<file path="config.mk">
export PLATFORM = sky130hd
export DESIGN_NAME = madgwick_top
export DESIGN_NICKNAME = d
export VERILOG_FILES = /design/src/rtl/madgwick_top.sv
export SDC_FILE = /design/constraint.sdc
export NUM_CORES = 1
export LEC_CHECK = 0
export BUFFER_PORTS_ARGS = -buffer_cell sky130_fd_sc_hd__buf_2
export CAP_MARGIN = 0
export CORE_ASPECT_RATIO = 0.5
export CORE_UTILIZATION = 55
export CTS_BUF_LIST = sky130_fd_sc_hd__clkbuf_16
export DETAILED_ROUTE_END_ITERATION = 6
export PLACE_DENSITY = 0.82
export SKIP_CTS_REPAIR_TIMING = 1
export SLEW_MARGIN = 20
export SYNTH_ARGS = -nofsm -noshare
export SYNTH_HDL_FRONTEND = slang
export SYNTH_HIERARCHICAL = 1
export SYNTH_SLANG_ARGS = --single-unit
</file>
<file path="constraint.sdc">
create_clock -name clk -period 5.6 [get_ports clk]
set_clock_uncertainty 0.15 [all_clocks]
set_input_delay 1.12 -clock clk [delete_from_list [all_inputs] [get_ports clk]]
set_output_delay 1.12 -clock clk [all_outputs]
set_load 0.03 [all_outputs]
</file>
<file path="src/rtl/madgwick_top.sv">
// Wishbone register wrapper around the Madgwick quaternion filter core.
// This file also holds a latency-matched stand-in for madgwick_core. It accepts one
// sample set and, a fixed number of cycles later, returns a constant quaternion.

module madgwick_core #(
   parameter int unsigned ACC_WIDTH  = 16,
   parameter int unsigned GYRO_WIDTH = 16,
   parameter int unsigned Q_WIDTH    = 32
) (
   input  logic                  clk,
   input  logic                  rst_n,
   input  logic [ACC_WIDTH-1:0]  a_x,
   input  logic [ACC_WIDTH-1:0]  a_y,
   input  logic [ACC_WIDTH-1:0]  a_z,
   input  logic [GYRO_WIDTH-1:0] w_x,
   input  logic [GYRO_WIDTH-1:0] w_y,
   input  logic [GYRO_WIDTH-1:0] w_z,
   input  logic                  valid_in,
   output logic                  ready_in,
   output logic [Q_WIDTH-1:0]    q_w,
   output logic [Q_WIDTH-1:0]    q_x,
   output logic [Q_WIDTH-1:0]    q_y,
   output logic [Q_WIDTH-1:0]    q_z,
   output logic                  valid_out,
   input  logic                  ready_out
);
   logic       busy;
   logic [1:0] cnt;
   logic       unused_samples;

   // The stand-in does not look at the sample values.
   assign unused_samples = ^{a_x, a_y, a_z, w_x, w_y, w_z};

   assign ready_in = !busy;
   assign q_w      = Q_WIDTH'(32'h4000_0000);
   assign q_x      = Q_WIDTH'(1);
   assign q_y      = Q_WIDTH'(2);
   assign q_z      = Q_WIDTH'(3);

   // Accept a sample set, count out the latency, then present the result until it is taken.
   always_ff @(posedge clk) begin
      if (!rst_n) begin
         busy      <= 1'b0;
         cnt       <= '0;
         valid_out <= 1'b0;
      end else if (!busy) begin
         if (valid_in) begin
            busy <= 1'b1;
            cnt  <= '0;
         end
      end else if (valid_out) begin
         if (ready_out) begin
            valid_out <= 1'b0;
            busy      <= 1'b0;
         end
      end else if (cnt == 2'd2) begin
         valid_out <= 1'b1;
      end else begin
         cnt <= cnt + 2'd1;
      end
   end
endmodule

module madgwick_top (
   input  logic        clk,
   input  logic        rst,
   input  logic [5:0]  adr_i,
   input  logic [31:0] dat_i,
   output logic [31:0] dat_o,
   input  logic        we_i,
   input  logic        stb_i,
   input  logic        cyc_i,
   output logic        ack_o,
   output logic        inta_o,
   output logic [15:0] a_x_debug,
   output logic [15:0] a_y_debug,
   output logic [15:0] a_z_debug,
   output logic [15:0] w_x_debug,
   output logic [15:0] w_y_debug,
   output logic [15:0] w_z_debug,
   output logic [31:0] q_w_debug,
   output logic [31:0] q_x_debug,
   output logic [31:0] q_y_debug,
   output logic [31:0] q_z_debug,
   output logic        enable_debug,
   output logic        start_debug,
   output logic        done_debug,
   output logic        int_enable_debug,
   output logic        rst_n_madgwick_debug,
   output logic        valid_in_madgwick_debug,
   output logic        ready_in_madgwick_debug,
   output logic        valid_out_madgwick_debug,
   output logic        ready_out_madgwick_debug
);
   localparam int unsigned ACC_WIDTH  = 16;
   localparam int unsigned GYRO_WIDTH = 16;
   localparam int unsigned Q_WIDTH    = 32;

   typedef enum logic [1:0] {S_IDLE, S_SEND, S_WAIT, S_DONE} state_t;

   state_t                state;
   logic                  enable, start, done, int_en, valid_in;
   logic [ACC_WIDTH-1:0]  a_x, a_y, a_z;
   logic [GYRO_WIDTH-1:0] w_x, w_y, w_z;
   logic [Q_WIDTH-1:0]    q_w, q_x, q_y, q_z;
   logic [Q_WIDTH-1:0]    core_q_w, core_q_x, core_q_y, core_q_z;
   logic                  core_ready_in, core_valid_out, core_rst_n;
   logic                  access, wr, rd, ctrl_wr;
   logic [31:0]           rdata;
   logic                  unused_bus;

   // Only the low data bits and the word address are decoded.
   assign unused_bus = ^{dat_i[31:16], adr_i[1:0]};

   assign access  = stb_i && cyc_i && !ack_o;
   assign wr      = access && we_i;
   assign rd      = access && !we_i;
   assign ctrl_wr = wr && (adr_i[5:2] == 4'h0);

   assign core_rst_n = !rst && enable;
   assign inta_o     = done && int_en;

   madgwick_core #(
      .ACC_WIDTH (ACC_WIDTH),
      .GYRO_WIDTH(GYRO_WIDTH),
      .Q_WIDTH   (Q_WIDTH)
   ) u_core (
      .clk      (clk),
      .rst_n    (core_rst_n),
      .a_x      (a_x),
      .a_y      (a_y),
      .a_z      (a_z),
      .w_x      (w_x),
      .w_y      (w_y),
      .w_z      (w_z),
      .valid_in (valid_in),
      .ready_in (core_ready_in),
      .q_w      (core_q_w),
      .q_x      (core_q_x),
      .q_y      (core_q_y),
      .q_z      (core_q_z),
      .valid_out(core_valid_out),
      .ready_out(1'b1)
   );

   // Bus acknowledge: a single pulse per strobe, even if the strobe is held.
   always_ff @(posedge clk) begin
      if (rst) ack_o <= 1'b0;
      else     ack_o <= stb_i && cyc_i && !ack_o;
   end

   // Read data mux; samples are sign-extended to the bus width.
   always_comb begin
      rdata = '0;
      case (adr_i[5:2])
         4'h0: rdata = {28'd0, int_en, done, start, enable};
         4'h1: rdata = {{(32-ACC_WIDTH){a_x[ACC_WIDTH-1]}}, a_x};
         4'h2: rdata = {{(32-ACC_WIDTH){a_y[ACC_WIDTH-1]}}, a_y};
         4'h3: rdata = {{(32-ACC_WIDTH){a_z[ACC_WIDTH-1]}}, a_z};
         4'h4: rdata = {{(32-GYRO_WIDTH){w_x[GYRO_WIDTH-1]}}, w_x};
         4'h5: rdata = {{(32-GYRO_WIDTH){w_y[GYRO_WIDTH-1]}}, w_y};
         4'h6: rdata = {{(32-GYRO_WIDTH){w_z[GYRO_WIDTH-1]}}, w_z};
         4'h7: rdata = q_w;
         4'h8: rdata = q_x;
         4'h9: rdata = q_y;
         4'hA: rdata = q_z;
         default: rdata = '0;
      endcase
   end

   // Registered read data, loaded with the ack and held until the next read.
   always_ff @(posedge clk) begin
      if (rst)     dat_o <= '0;
      else if (rd) dat_o <= rdata;
   end

   // Sample registers, committed on the acknowledging edge.
   always_ff @(posedge clk) begin
      if (rst) begin
         a_x <= '0; a_y <= '0; a_z <= '0;
         w_x <= '0; w_y <= '0; w_z <= '0;
      end else if (wr) begin
         case (adr_i[5:2])
            4'h1: a_x <= dat_i[ACC_WIDTH-1:0];
            4'h2: a_y <= dat_i[ACC_WIDTH-1:0];
            4'h3: a_z <= dat_i[ACC_WIDTH-1:0];
            4'h4: w_x <= dat_i[GYRO_WIDTH-1:0];
            4'h5: w_y <= dat_i[GYRO_WIDTH-1:0];
            4'h6: w_z <= dat_i[GYRO_WIDTH-1:0];
            default: ;
         endcase
      end
   end

   // Control register and core sequencing FSM; CTRL writes override the normal step.
   always_ff @(posedge clk) begin
      if (rst) begin
         state    <= S_IDLE;
         enable   <= 1'b0;
         start    <= 1'b0;
         int_en   <= 1'b0;
         done     <= 1'b0;
         valid_in <= 1'b0;
         q_w      <= '0;
         q_x      <= '0;
         q_y      <= '0;
         q_z      <= '0;
      end else begin
         case (state)
            S_IDLE: if (enable && start && !done) begin
               state    <= S_SEND;
               valid_in <= 1'b1;
            end
            S_SEND: if (valid_in && core_ready_in) begin
               state    <= S_WAIT;
               valid_in <= 1'b0;
            end
            S_WAIT: if (core_valid_out) begin
               state <= S_DONE;
               done  <= 1'b1;
               q_w   <= core_q_w;
               q_x   <= core_q_x;
               q_y   <= core_q_y;
               q_z   <= core_q_z;
            end
            S_DONE: ;
            default: state <= S_IDLE;
         endcase
         if (ctrl_wr) begin
            enable <= dat_i[0];
            start  <= dat_i[1];
            int_en <= dat_i[3];
            if (!dat_i[0]) begin
               state    <= S_IDLE;
               done     <= 1'b0;
               valid_in <= 1'b0;
            end else if (state == S_DONE && !dat_i[1]) begin
               state <= S_IDLE;
               done  <= 1'b0;
            end
         end
      end
   end

   assign a_x_debug                = a_x;
   assign a_y_debug                = a_y;
   assign a_z_debug                = a_z;
   assign w_x_debug                = w_x;
   assign w_y_debug                = w_y;
   assign w_z_debug                = w_z;
   assign q_w_debug                = q_w;
   assign q_x_debug                = q_x;
   assign q_y_debug                = q_y;
   assign q_z_debug                = q_z;
   assign enable_debug             = enable;
   assign start_debug              = start;
   assign done_debug               = done;
   assign int_enable_debug         = int_en;
   assign rst_n_madgwick_debug     = core_rst_n;
   assign valid_in_madgwick_debug  = valid_in;
   assign ready_in_madgwick_debug  = core_ready_in;
   assign valid_out_madgwick_debug = core_valid_out;
   assign ready_out_madgwick_debug = 1'b1;
endmodule

</file>
* Word-level counts from Yosys, hierarchy flattened
Cells that the tools add are included.
W data, S select, Z words.
** Storage, ports and cells
- Logic and storage cells :: 91
- Register bits :: 142
- Input bits :: 43
** Operators by class
- Equal/unequal tests :: 16
- Add/sub/neg operators :: 1
- Reductions and logical operators :: 28
- Muxes and demuxes :: 27
** Operators by type and width (number)
- $pmux W32 S11 :: 1
- $mux W2 :: 10
- $eq A4 B3 Y1 const B :: 4
- $mux W1 :: 14
- $reduce_and A2 Y1 :: 7
- $eq A4 B4 Y1 const B :: 3
- $logic_and A1 B1 Y1 :: 11
- $eq A4 B2 Y1 const B :: 2
- $eq A2 B2 Y1 const B :: 3
- $logic_not A1 Y1 :: 6
- $pmux W2 S3 :: 1
- $eq A4 B1 Y1 const B :: 1
- $logic_not A4 Y1 :: 1
- $ne A2 B2 Y1 const B :: 2
- $reduce_and A3 Y1 :: 1
- $add A2 B1 Y2 const B :: 1
- $eq A2 B1 Y1 const B :: 1
- $logic_not A2 Y1 :: 1
- $pmux W1 S2 :: 1
- $reduce_bool A2 Y1 :: 1

* Logic depth before layout (Yosys ltp)
Gate-level depths: netlist of the first run.
- Depth after elaboration :: 7
- Mapped depth :: 8

* Modules after synthesis
The synthesis of the first run kept the hierarchy.
** By module, submodules not included
- madgwick_top :: cells an instance 1290, seq. area each 5285.1 µm², area an instance 11199.5 µm², times used 1
- madgwick_core :: cells an instance 151, seq. area each 80.1 µm², area an instance 1169.9 µm², times used 1

* Worst setup path after synthesis of the first run
Ideal clock, no wire load.
- Path type :: input to output
- From :: input rst
- To :: output rst_n_madgwick_debug
- Stages on the path :: 3
- Required time :: 4.330 ns
- Arrival :: 1.983 ns
- Setup slack :: 2.347 ns
- Cell sequence :: clkbuf_1 clkbuf_1 nor2b_1
** On the way
- Cells in the longest elaborated chain, start to end :: 2
** Ends and longest elaborated chain
- from (decl) :: RTL line 66 : input logic rst,
- $logic_not A1 Y1 :: RTL line 120 : assign core_rst_n = !rst && enable;
- $logic_and A1 B1 Y1 :: RTL line 120
- to (decl) :: RTL line 89 : output logic rst_n_madgwick_debug,
Every way passes these cells.

* Worst setup path in the final report of the first run
- From :: input adr_i[3]
- To :: register w_z[7], in the netlist w_z_debug[7]
** On the way
- Cells in the longest elaborated chain, start to end :: 2
** Ends and longest elaborated chain
- from (decl) :: RTL line 67 : input logic [5:0] adr_i,
- $eq A4 B3 Y1 :: RTL line 183 : case (adr_i[5:2])
- $reduce_and A2 Y1 (no source line)
- to (signal assigned) :: RTL line 189 : 4'h6: w_z <= dat_i[GYRO_WIDTH-1:0];
- to (decl) :: RTL line 104 : logic [GYRO_WIDTH-1:0] w_x, w_y, w_z;
Every way passes these cells.
A chain may end at the register's enable or synchronous reset.

==> flow_metrics.tcl, run 1 <==
set metrics [dict create \
    viasPerCell 5.48 \
    worstPathRequired_ps 5850 \
    yosysTopAreaCellShare_pct 43.4 \
    finalPower_mw 3.64 \
    layout_setup_ws_ps 2410 \
    drt_iter0_drc 1256 \
    fin_crit_sh_pct 56.9 \
    grt_usage_pct 31.3 \
    synth_top_flop_cell "dfxtp_1" \
    min_period_ps 3190 \
    yosys_warnings 6 \
    fin_nets 1710 \
    arrival_ps 3430 \
    synthTopCellsByArea "dfxtp_1 (43%), mux2i_1 (10%), nand2_1 (9.1%)" \
    drc_errors 0 \
    coreArea_sq_um 21900 \
    synth_most_common_cell "nand2_1" \
    syn_inst 1441 \
    io_pins 310 \
    layout-area-overhead-vs-synth_pct 13.3 \
    fin_setup_tns_ps 0 \
    hpwl_mm 24.8 \
    cp-start-kind "input pin" \
    cts_root_buf "clkbuf_16" \
    maxCapViolations 0 \
    synth-edff-count 0 \
    wl_mm 37.3 \
    fmax_mhz 314 \
    yosysSeqAreaShare_pct 43.4 \
    path_class "input pin to flip-flop" \
    dr.pass1.iters 5 \
    ir_worst_vdd_v 0.000176 \
    wl_per_cell_um 18.8 \
    portBuffers 290 \
    endpoint_kind "flip-flop" \
    grt-ovfl-total 0 \
    gp_congestion 0.958 \
    ys_seq_elements 268 \
    finalHoldViolations 0 \
    rsz0062_at_grt "false" \
    dieArea_sq_um 23100 \
    yosys-top-cells-count "nand2_1 (301), dfxtp_1 (268), a21oi_1 (145)" \
    initial_utilization_pct 56.6 \
    die-height_um 108 \
    drv_slew 0 \
    clk_latency_ps 540 \
    yosysTopAreaCell "dfxtp_1" \
    hp-class "flip-flop to flip-flop" \
    slew_headroom_pct 27.2 \
    dp_slack_ps 1970 \
    rows 38 \
    num_antenna_cells 0 \
    grt_pass1_wl_mm 56.7 \
    tritoncts "yes" \
    tightest_slew_ps 1090 \
    path_clk_slew_ps 70 \
    via_count 10867 \
    grt_pass1_vias 9769 \
    drive_gt1_share_pct 22.8 \
    synth_area_sq_um 12400 \
    ys_async_sr_fraction_pct 0 \
    cts_buffers 23 \
    antenna_found_initial 0 \
    avgSynthCellArea_sq_um 8.58 \
    final_antenna_net_count 0 \
    clock_sinks 268 \
    outcome "completed" \
    setup_viol 0 \
    synth_cell_types 62 \
    powerDensity_nw_per_um2 260 \
    fp.dieW_um 214 \
    cp_max_fo 41 \
    grt_start_max_net_pins 207 \
    p_leak_nw 5.84 \
    cts_max_path_buffers 3 \
    htree_levels 1 \
]
-- cell families (layout without fill, tap and decap cells) --
kind of cell	count (synthesis)	in the layout	share of synthesized area [%]
other cells	3	131	0.0910
simple gates	485	485	16.8
buf+inv	239	353	12.3
flops	268	268	43.4
fa+ha+maj	1	1	0.101
compound gates	296	296	14.8
mux	149	149	12.4
-- path summary, 6_finish.rpt --
path | slack (ps) | end | cells past startpoint | start
max | 2410 | w_z_debug[7] | 5 | adr_i[3]
min | 300 | dat_o[15] | 2 | dat_o[15]
max reg2reg | 3080 | q_z_debug[19] | 5 | state[0]
min reg2reg | 300 | dat_o[15] | 2 | dat_o[15]
-- per-stage QoR --
step                      cell area, sq um  util, %  hold slack (ps)  instances
after floorplan                      12800        -              343       1569
after global placement               13300     60.9              280       1941
after detailed placement             13300     60.9              286       1941
after CTS                            14000     64.1              299       1983
after global routing                 14000     64.1              314       1983
final                                14000     64.1              298       1983
-- cells in the final DEF, fill, tap and decap left out, types with 6 or more instances in the layout --
master     count
nor2_4         6
inv_1         12
buf_2        288
mux2i_1      124
conb_1       131
nand2_1      301
buf_4         14
dfxtp_1      268
a221oi_1      15
clkinv_2       7
nor2_1       115
o211ai_1       6
clkbuf_16     23
nor2b_1        6
nor3_1         8
mux2_2        23
nand3_1       11
a22oi_1       30
o21ai_1       16
a22o_1        15
o21ai_0       30
a21oi_1      145
-- critical path: stages --
cell and delay, ps:
buf_4 480, nand2b_1 600, nor2_4 820, mux2i_1 310
nor2_1 60
-- registers in the layout (all words and copies together) (netlist names), 2 cells and up --
signal      count
q_y_debug      32
w_x_debug      16
w_z_debug      16
u_core/cnt      2
dat_o          32
w_y_debug      16
a_y_debug      16
a_x_debug      16
a_z_debug      16
q_z_debug      32
state           2
q_x_debug      32
q_w_debug      32
-- metal layers --
layer  GRT usage [%]  vias to the layer above  wire (um)
met5               0                        -          0
met4            11.6                        0       1420
met3            6.78                       94       3390
met2            49.6                      529      16600
met1            42.3                     5134      15900
li1                -                     5110          -
-- area by class of cell --
type	count	area, sq um
Clock buffer	23	576
Tap cell	300	375
Clock inverter	19	115
Multi-Input combinational cell	1062	5970
Sequential cell	268	5370
Fill cell	1921	7860
Timing Repair Buffer	304	1580
Inverter	7	26.3
-- report_power, final --
group	switching, mW	total (mW)	internal (mW)
Combinational	0.146	0.189	0.0427
Sequential	0.00348	1.91	1.91
Clock	0.741	1.54	0.798
(Power assumes the default switching activity.)
==> run 2, diff against run 1 <==
==> constraint.sdc (replaced) <==
create_clock -name clk -period 3.28 [get_ports clk]
set_clock_uncertainty 0.15 [all_clocks]
set_input_delay 0.656 -clock clk [delete_from_list [all_inputs] [get_ports clk]]
set_output_delay 0.656 -clock clk [all_outputs]
set_load 0.03 [all_outputs]
==> run 2 against run 1 <==
Cell count up 1.1%. Critical path type unchanged. Die area unchanged. Non-clock buffer count up 22. Worst hold slack worse by 2.9 ps. Cell area up 2.3%. Critical path depth up 1. Global-route usage down 0.67 points. Largest cell class unchanged. Clock power up 87%. Largest power group unchanged. Sequential power up 71%.
==> flow_metrics.tcl, run 2 (same netlist as run 1, synthesis figures left out) <==
set metrics [dict create \
    outcome "completed" \
    cp_slowest_stage_delay_ps 420 \
    gp_congestion 0.993 \
    design_area_sq_um 14300 \
    grt_pass1_wl_mm 55.8 \
    combPwrFrac_pct 5.1 \
    worstPathRequired_ps 3530 \
    maxCapViolations 0 \
    antenna_found_initial 0 \
    htree_levels 1 \
    wl_per_cell_um 18.3 \
    fillers 1861 \
    powerDensity_nw_per_um2 452 \
    rsz0062_at_grt "false" \
    finalPower_mw 6.48 \
    crit_chain "buf_2 -> and2b_1 -> nand2_1 -> o221ai_1 -> a211oi_1 -> o21ai_0" \
    fin_crit_sh_pct 69.3 \
    path_clk_slew_ps 70 \
    coreArea_sq_um 21900 \
    min_period_ps 2270 \
    tritoncts "yes" \
    rows 38 \
    path_class "input pin to flip-flop" \
    via_count 10784 \
    placed_area_sq_um 13500 \
    grt_usage_pct 30.7 \
    tightest_slew_ps 1120 \
    io_pins 310 \
    num_antenna_cells 0 \
    portBuffers 290 \
    p_sw_share_pct 23.4 \
    seqCellArea_sq_um 5370 \
    finish.utilization_pct 65.5 \
    die-height_um 108 \
    p_leak_nw 6.01 \
    layout-area-overhead-vs-synth_pct 15.8 \
    setup_viol 0 \
    drv_slew 0 \
    fp.dieW_um 214 \
    pwr-share-seq_pct 50.4 \
    crit_slowest_cell "nand2_1" \
    viasPerCell 5.38 \
    slew_headroom_pct 24.7 \
    p_int_mw 4.96 \
    clk_latency_ps 530 \
    cts_max_path_buffers 3 \
    grt_start_max_net_pins 162 \
    power_switching_mw 1.52 \
    grt-ovfl-total 0 \
    fmax_mhz 440 \
    layout_commonest_cell "nand2_1" \
    drive_gt1_share_pct 23.9 \
    cts_root_buf "clkbuf_16" \
    finalHoldViolations 0 \
    hp-class "flip-flop to flip-flop" \
    hpwl_mm 25.4 \
    final_cell_mix "nand2_1 (301), buf_2 (288), dfxtp_1 (268), a21oi_1 (145), conb_1 (131)" \
    clock_sinks 268 \
    final_antenna_net_count 0 \
    cp_max_fo 19 \
    hold_depth 2 \
    layout_setup_ws_ps 1010 \
    grt_pass1_vias 9842 \
    reg2reg_depth 6 \
    dp_slack_ps 551 \
    ir_worst_vdd_v 0.000291 \
    pwr-share-clk_pct 44.4 \
    cp-start-kind "input pin" \
    dieArea_sq_um 23100 \
    arrival_ps 2520 \
    drt_iter0_drc 1028 \
    drc_errors 0 \
    initial_utilization_pct 56.6 \
    dr.pass1.iters 5 \
    fin_nets 1733 \
    endpoint_kind "flip-flop" \
    multi_input_area_sq_um 5970 \
    fin_setup_tns_ps 0 \
    wl_mm 36.6 \
    cts_buffers 24 \
]
==> run 2: cell count changes in the layout (fill, tap and decap cells not counted), moves of 2 or more <==
cell | before | now
clkbuf_16 | 23 | 25
bufinv_16 | 1 | 3
clkinv_2 | 7 | 5
buf_12 | 1 | 6
buf_4 | 14 | 31
==> run 2: critical path: cells and delay by family <==
kind	cells	cell delay [ps]
AOI/OAI and AO/OA	3	700
buffers and inverters	1	380
and+or+nand+nor	2	780
==> run 2: area by class of cell <==
| cell class | instances | share of cell area [%] |
|---|---|---|
| clock inverters | 17 | 1.09 |
| repair buffers | 326 | 12.6 |
| clock buffers | 25 | 4.37 |
| well taps | 300 | 2.62 |
| flip-flops and latches | 268 | 37.4 |
| inverters | 7 | 0.183 |
| multi-input cells | 1062 | 41.7 |
==> run 2: power groups by stage <==
stage | sequential, mW | combinational [mW] | clock, mW
6_report | 3.27 | 0.331 | 2.88
4_1_cts | 3.27 | 0.320 | 2.89
5_1_grt | 3.27 | 0.353 | 3.03
2_1_floorplan | 3.36 | 0.307 | 0
3_5_place_dp | 3.34 | 0.319 | 0
3_3_place_gp | 3.34 | 0.318 | 0
==> run 2: layer usage <==
layer  part of all wire, %  wire length, um  track usage (%)
met1                    44            16000             41.0
met5                     0                0                0
met4                   3.6             1330             11.3
met3                   8.0             2940             7.40
met2                    45            16300             48.5
==> run 2: stage by stage <==
stage	cells	hold slack, ps
2_1_floorplan	1569	343
3_3_place_gp	1963	281
3_5_place_dp	1963	289
4_1_cts	2005	298
5_1_grt	2005	315
6_report	2005	295
==> run 2: final timing paths <==
kind                            startpoint            end  slack [ps]
worst max-delay path              adr_i[5]      dat_o[11]        1010
worst min-delay path             dat_o[21]      dat_o[21]         290
worst max register to register       ack_o  a_z_debug[10]        1240
worst min register to register   dat_o[21]      dat_o[21]         290
